--- src/rtl/pdm_decimator.sv ---
// PDM-to-PCM decoder: second-order CIC decimator from a 1-bit PDM stream to
// signed 16-bit PCM, delivered on a valid/ready interface that never stalls.
module pdm_decimator #(
  parameter int unsigned DECIMATION = 64,
  parameter int unsigned ACC_W      = 2 * $clog2(DECIMATION) + 2
) (
  input  logic        clk_in,
  input  logic        rst_in,
  input  logic        pdm_in,
  input  logic        tick_in,
  output logic [15:0] sample_out,
  output logic        sample_valid_out,
  input  logic        sample_ready_in,
  output logic        overrun_out
);

  localparam int unsigned CntW  = $clog2(DECIMATION);
  localparam int unsigned Shift = 15 - 2 * CntW;
  localparam logic [CntW-1:0] CntLast = CntW'(DECIMATION - 1);

  logic        [ACC_W-1:0] i1_q, i1_d, i2_q, i2_d;
  logic        [ACC_W-1:0] i2_dly_q, i2_dly_d, c1_dly_q, c1_dly_d;
  logic        [CntW-1:0]  cnt_q, cnt_d;
  logic        [1:0]       prime_q, prime_d;
  logic                    comb_pend_q, comb_pend_d;
  logic                    new_q, new_d;
  logic        [15:0]      y_q, y_d;
  logic        [15:0]      sample_q, sample_d;
  logic                    valid_q, valid_d;
  logic                    ovr_q, ovr_d;

  logic        [ACC_W-1:0] x;
  logic        [ACC_W-1:0] c1;
  logic signed [ACC_W-1:0] c2;
  logic signed [31:0]      c2_ext, y_wide;
  logic        [15:0]      y_sat;

  assign x = pdm_in ? ACC_W'(1) : '1;

  // Integrators and window counter advance only on PDM ticks.
  always_comb begin
    i1_d        = i1_q;
    i2_d        = i2_q;
    cnt_d       = cnt_q;
    comb_pend_d = 1'b0;
    if (tick_in) begin
      i1_d        = i1_q + x;
      i2_d        = i2_q + i1_d;
      cnt_d       = cnt_q + 1'b1;
      comb_pend_d = (cnt_q == CntLast);
    end
  end

  // Comb stage runs the cycle after the decimation tick; reads i2_q before a
  // coincident tick of the next window can modify it.
  always_comb begin
    c1       = i2_q - i2_dly_q;
    c2       = c1 - c1_dly_q;
    c2_ext   = 32'(c2);
    y_wide   = c2_ext <<< Shift;
    if (y_wide > 32'sd32767) begin
      y_sat = 16'h7fff;
    end else if (y_wide < -32'sd32768) begin
      y_sat = 16'h8000;
    end else begin
      y_sat = y_wide[15:0];
    end
    i2_dly_d = i2_dly_q;
    c1_dly_d = c1_dly_q;
    prime_d  = prime_q;
    y_d      = y_q;
    new_d    = 1'b0;
    if (comb_pend_q) begin
      i2_dly_d = i2_q;
      c1_dly_d = c1;
      y_d      = y_sat;
      // The first two results only fill the comb delays.
      if (prime_q == 2'd2) begin
        new_d = 1'b1;
      end else begin
        prime_d = prime_q + 2'd1;
      end
    end
  end

  // Output register: a new result always wins; a pending unconsumed one is overrun.
  always_comb begin
    sample_d = sample_q;
    valid_d  = valid_q;
    ovr_d    = ovr_q;
    if (new_q) begin
      sample_d = y_q;
      valid_d  = 1'b1;
      if (valid_q && !sample_ready_in) begin
        ovr_d = 1'b1;
      end
    end else if (valid_q && sample_ready_in) begin
      valid_d = 1'b0;
    end
  end

  // State registers with synchronous active-high reset.
  always_ff @(posedge clk_in) begin
    if (rst_in) begin
      i1_q        <= '0;
      i2_q        <= '0;
      i2_dly_q    <= '0;
      c1_dly_q    <= '0;
      cnt_q       <= '0;
      prime_q     <= '0;
      comb_pend_q <= 1'b0;
      new_q       <= 1'b0;
      y_q         <= '0;
      sample_q    <= '0;
      valid_q     <= 1'b0;
      ovr_q       <= 1'b0;
    end else begin
      i1_q        <= i1_d;
      i2_q        <= i2_d;
      i2_dly_q    <= i2_dly_d;
      c1_dly_q    <= c1_dly_d;
      cnt_q       <= cnt_d;
      prime_q     <= prime_d;
      comb_pend_q <= comb_pend_d;
      new_q       <= new_d;
      y_q         <= y_d;
      sample_q    <= sample_d;
      valid_q     <= valid_d;
      ovr_q       <= ovr_d;
    end
  end

  assign sample_out       = sample_q;
  assign sample_valid_out = valid_q;
  assign overrun_out      = ovr_q;

endmodule
--- config.mk ---
export PLATFORM = sky130hd
export DESIGN_NAME = pdm_decimator
export DESIGN_NICKNAME = d
export VERILOG_FILES = /design/src/rtl/pdm_decimator.sv
export SDC_FILE = /design/constraint.sdc
export NUM_CORES = 1
export LEC_CHECK = 0
export ABC_CLOCK_PERIOD_IN_PS = 9900
export CAP_MARGIN = 20
export CORE_AREA = 2 2 88 124
export CTS_BUF_LIST = sky130_fd_sc_hd__clkbuf_2
export DETAILED_ROUTE_END_ITERATION = 6
export DIE_AREA = 0 0 90 126
export PLACE_DENSITY_LB_ADDON = 0.15
export SETUP_SLACK_MARGIN = 0.3
export SLEW_MARGIN = 20
export SYNTH_ARGS = -nofsm -noshare
export SYNTH_HDL_FRONTEND = slang
export SYNTH_SLANG_ARGS = --single-unit
--- constraint.sdc ---
create_clock -name clk_in -period 9.9 [get_ports clk_in]
set_input_delay 1.485 -clock clk_in [delete_from_list [all_inputs] [get_ports clk_in]]
set_output_delay 1.485 -clock clk_in [all_outputs]
set_load 0.02 [all_outputs]
==> results.toml <==
[detailed_routing]
remaining_drc_errors = 0
met3_length_um = 189
routed_wl_um = 11100
drtAntennaViolNets = 0
vias = 4637
m1WireLength_um = 4700
drt_iter0_markers = 171
wl_per_cell_um = 13.5
wl_met2_um = 5890
routed.top_layer = "met4"
viasPerCell = 5.62
first_pass_iters = 4

[run_status]
outcome = "complete, no violations"

[setup_path]
crit_required_ns = 10.42
critPathKind = "primary input to flop"
r2r_end = "y_q[5]"
critical_path.endpoint_type = "flop"
rrSetupSlack_ns = 5.38
r2r-start = "i2_q[0]"
crit_path_start = "pdm_in"
path_max_fanout = 13
critPathLaunchType = "primary input"
reg2regPathDepth = 19
cp.arrival_ns = 6.19

[placement]
dp_hpwl_um = 8070
gp_congestion = 0.893
dp.cells = 809
io_buffers = 22
dpl_cell_area_um2 = 6160

[min_path]
holdCritStartpoint = "cnt_q[5]"
whs_path_depth = 2
hold_class = "flop to flop"
worstHoldEndpoint = "comb_pend_q"

[synthesis]
yosysSeqAreaShare_pct = 32.6
syn-num-nets = 739
async_flop_share_pct = 0
syn_inst = 677
yosys_warnings = 0
synth_area_um2 = 5890
synth_enable_flop_cells = 0
ys_seq_elements = 96
synth-main-ff-cell = "dfxtp_1"
synth.distinct_cells = 59
avgSynthCellArea_um2 = 8.71

[global_route]
grt_usage_pct = 20.4
antenna_found_initial = 0
grt_pass1_vias = 4514
grt_max_degree = 91
grt_pass1_wl_um = 19300
grt_overflow = 0

[sta]
fin_crit_sh_pct = 57.3
hold_violations = 0
skew_ns = 0.0257
fin_crit_ns = 5.67
max_slew_margin_pct = 35.1
rsz0062_at_grt = "false"
setup_viol = 0
fin_hold_ws_ns = 0.458
drv_slew = 0
tns_ns = 0
max_freq_mhz = 176
max_slew.worst_pin.slew_ns = 0.974

[floorplanning]
die_area_um2 = 11300
die_h_um = 126
ios = 23
start_util_pct = 57.6
rows = 44
fp.dieW_um = 90
core_area_um2 = 10200

[layout]
nets = 744
antenna_cells = 0
final_cells = 825
syn_to_final_growth_pct = 6.43
drive_above_1_share_pct = 6.55
fillers = 928
postLayoutCellArea_um2 = 6270

[clock_network]
cts_buffers = 9
cts-root-buf = "clkbuf_2"
ctsResizeCount = 0
cts_setup_buffers = 0
cts_sinks = 96
clkTransAtPathRegs_ns = 0.23
htree_levels = 3
cts_buffer_depth = 2
clk_latency_ns = 0.59
hold_buffers = 0
cts_tree = "built"

[job]
cap_violations = 0

[pwr]
p_per_area_nw_per_um2 = 351
ir_drop_mv = 0.202
p_leak_nw = 2.42
-- per-stage QoR --
step / power (mW) / worst slack, ns / util [%]
final: 2.20 / 4.23 / 61.3
after global placement: 1.95 / 3.73 / 60.2
after global routing: 2.42 / 3.81 / 61.3
after CTS: 2.19 / 4.28 / 61.3
after detailed placement: 2.00 / 3.63 / 60.2
after floorplan: 1.79 / 4.63 / -
-- cells in the mapped netlist, types with 5 or more instances --
master / number / area (um^2)
dfxtp_1: 96 / 1920
nor2b_1: 9 / 56.3
mux2i_1: 60 / 601
a311oi_1: 6 / 52.6
o221a_2: 10 / 113
nand2_1: 21 / 78.8
nor3_1: 20 / 100
o31ai_1: 6 / 45.0
nor2_1: 108 / 405
o21a_1: 7 / 52.6
a21o_1: 6 / 45.0
clkbuf_1: 23 / 86.3
xor2_1: 17 / 149
o21ai_0: 25 / 125
inv_1: 45 / 169
and2_1: 6 / 37.5
ha_1: 53 / 663
nand3_1: 5 / 25.0
or3_1: 5 / 31.3
xnor2_1: 31 / 272
a21oi_1: 41 / 205
a211oi_1: 11 / 82.6
-- worst max path at each step --
stage               end  slack [ns]  cells after the start
2_1_floorplan  i2_q[13]        4.63                     18
3_3_place_gp   i2_q[13]        3.73                     19
3_5_place_dp   i2_q[13]        3.63                     19
4_1_cts        i2_q[13]        4.28                     19
5_1_grt        i2_q[13]        3.81                     19
6_report       i2_q[13]        4.23                     19
-- layer usage --
metal | vias up | global-route usage [%]
met2 | 42 | 39.3
met4 | 0 | 9.95
met5 | - | 0
met1 | 2191 | 21.5
li1 | 2383 | -
met3 | 21 | 2.81
-- report_power, final --
part / internal [mW] / switching [mW] / total (mW)
clock: 0.0577 / 0.130 / 0.188
sequential: 0.421 / 0.0344 / 0.455
combinational: 0.641 / 0.919 / 1.56
-- layout by cell type, fill, tap and decap left out, types with 5 or more instances in the layout --
cell,netlist,final
xnor2_1,31,31
mux2i_1,60,60
and2_1,6,6
nor2b_1,9,9
or3_1,5,5
nor2_1,108,108
o221a_2,10,10
a211oi_1,11,11
nand2_1,21,21
clkdlybuf4s50_1,0,20
nor3_1,20,20
o31ai_1,6,6
nand3_1,5,5
a21o_1,6,6
inv_1,45,45
a311oi_1,6,6
clkbuf_2,0,10
dfxtp_1,96,95
o21ai_0,25,25
ha_1,53,53
o21a_1,7,7
a21oi_1,41,41
xor2_1,17,17
-- final cells by class --
class / instances / area [um^2] / share of cell area, %
multi-input cells: 505 / 3670 / 58.5
flip-flops and latches: 96 / 1920 / 30.7
repair buffers: 24 / 225 / 3.59
inverters: 46 / 173 / 2.75
well taps: 138 / 173 / 2.75
clock inverters: 6 / 60.1 / 0.957
clock buffers: 10 / 50.0 / 0.798
-- logic make-up after synthesis --
group                      count (synthesis)  share of synthesized area, %
AOI/OAI and AO/OA                        146                          17.4
xor gates and xnor gates                  49                          7.41
adders and majority gates                 58                          12.8
buffers and inverters                     76                          5.14
DFF                                       96                          32.6
muxes                                     60                          10.2
and+or+nand+nor                          192                          14.5
-- sequential cells by signal, summed over array words and instances (netlist names) --
register          flops
c1_dly_q             14
i1_q                 14
i2_dly_q             14
i2_q                 14
sample_out           14
y_q                  14
cnt_q                 6
prime_q               2
comb_pend_q           1
new_q                 1
overrun_out           1
sample_valid_out      1
-- critical path: stages --
cell and delay (ns):
clkdlybuf4s50_1 0.45, inv_1 0.39, ha_1 0.36, nor2b_1 0.15
o21ai_0 0.20, a21boi_0 0.17, or4_1 0.47, a31oi_1 0.23
xnor2_1 0.16, ha_1 0.32, and2_1 0.19, a22o_1 0.22
a311oi_1 0.37, o41ai_1 0.14, a21oi_1 0.18, xor2_1 0.19
xnor2_1 0.16, a21oi_1 0.09, a31o_2 0.25
Note: power is estimated with default switching activity, not from simulation.
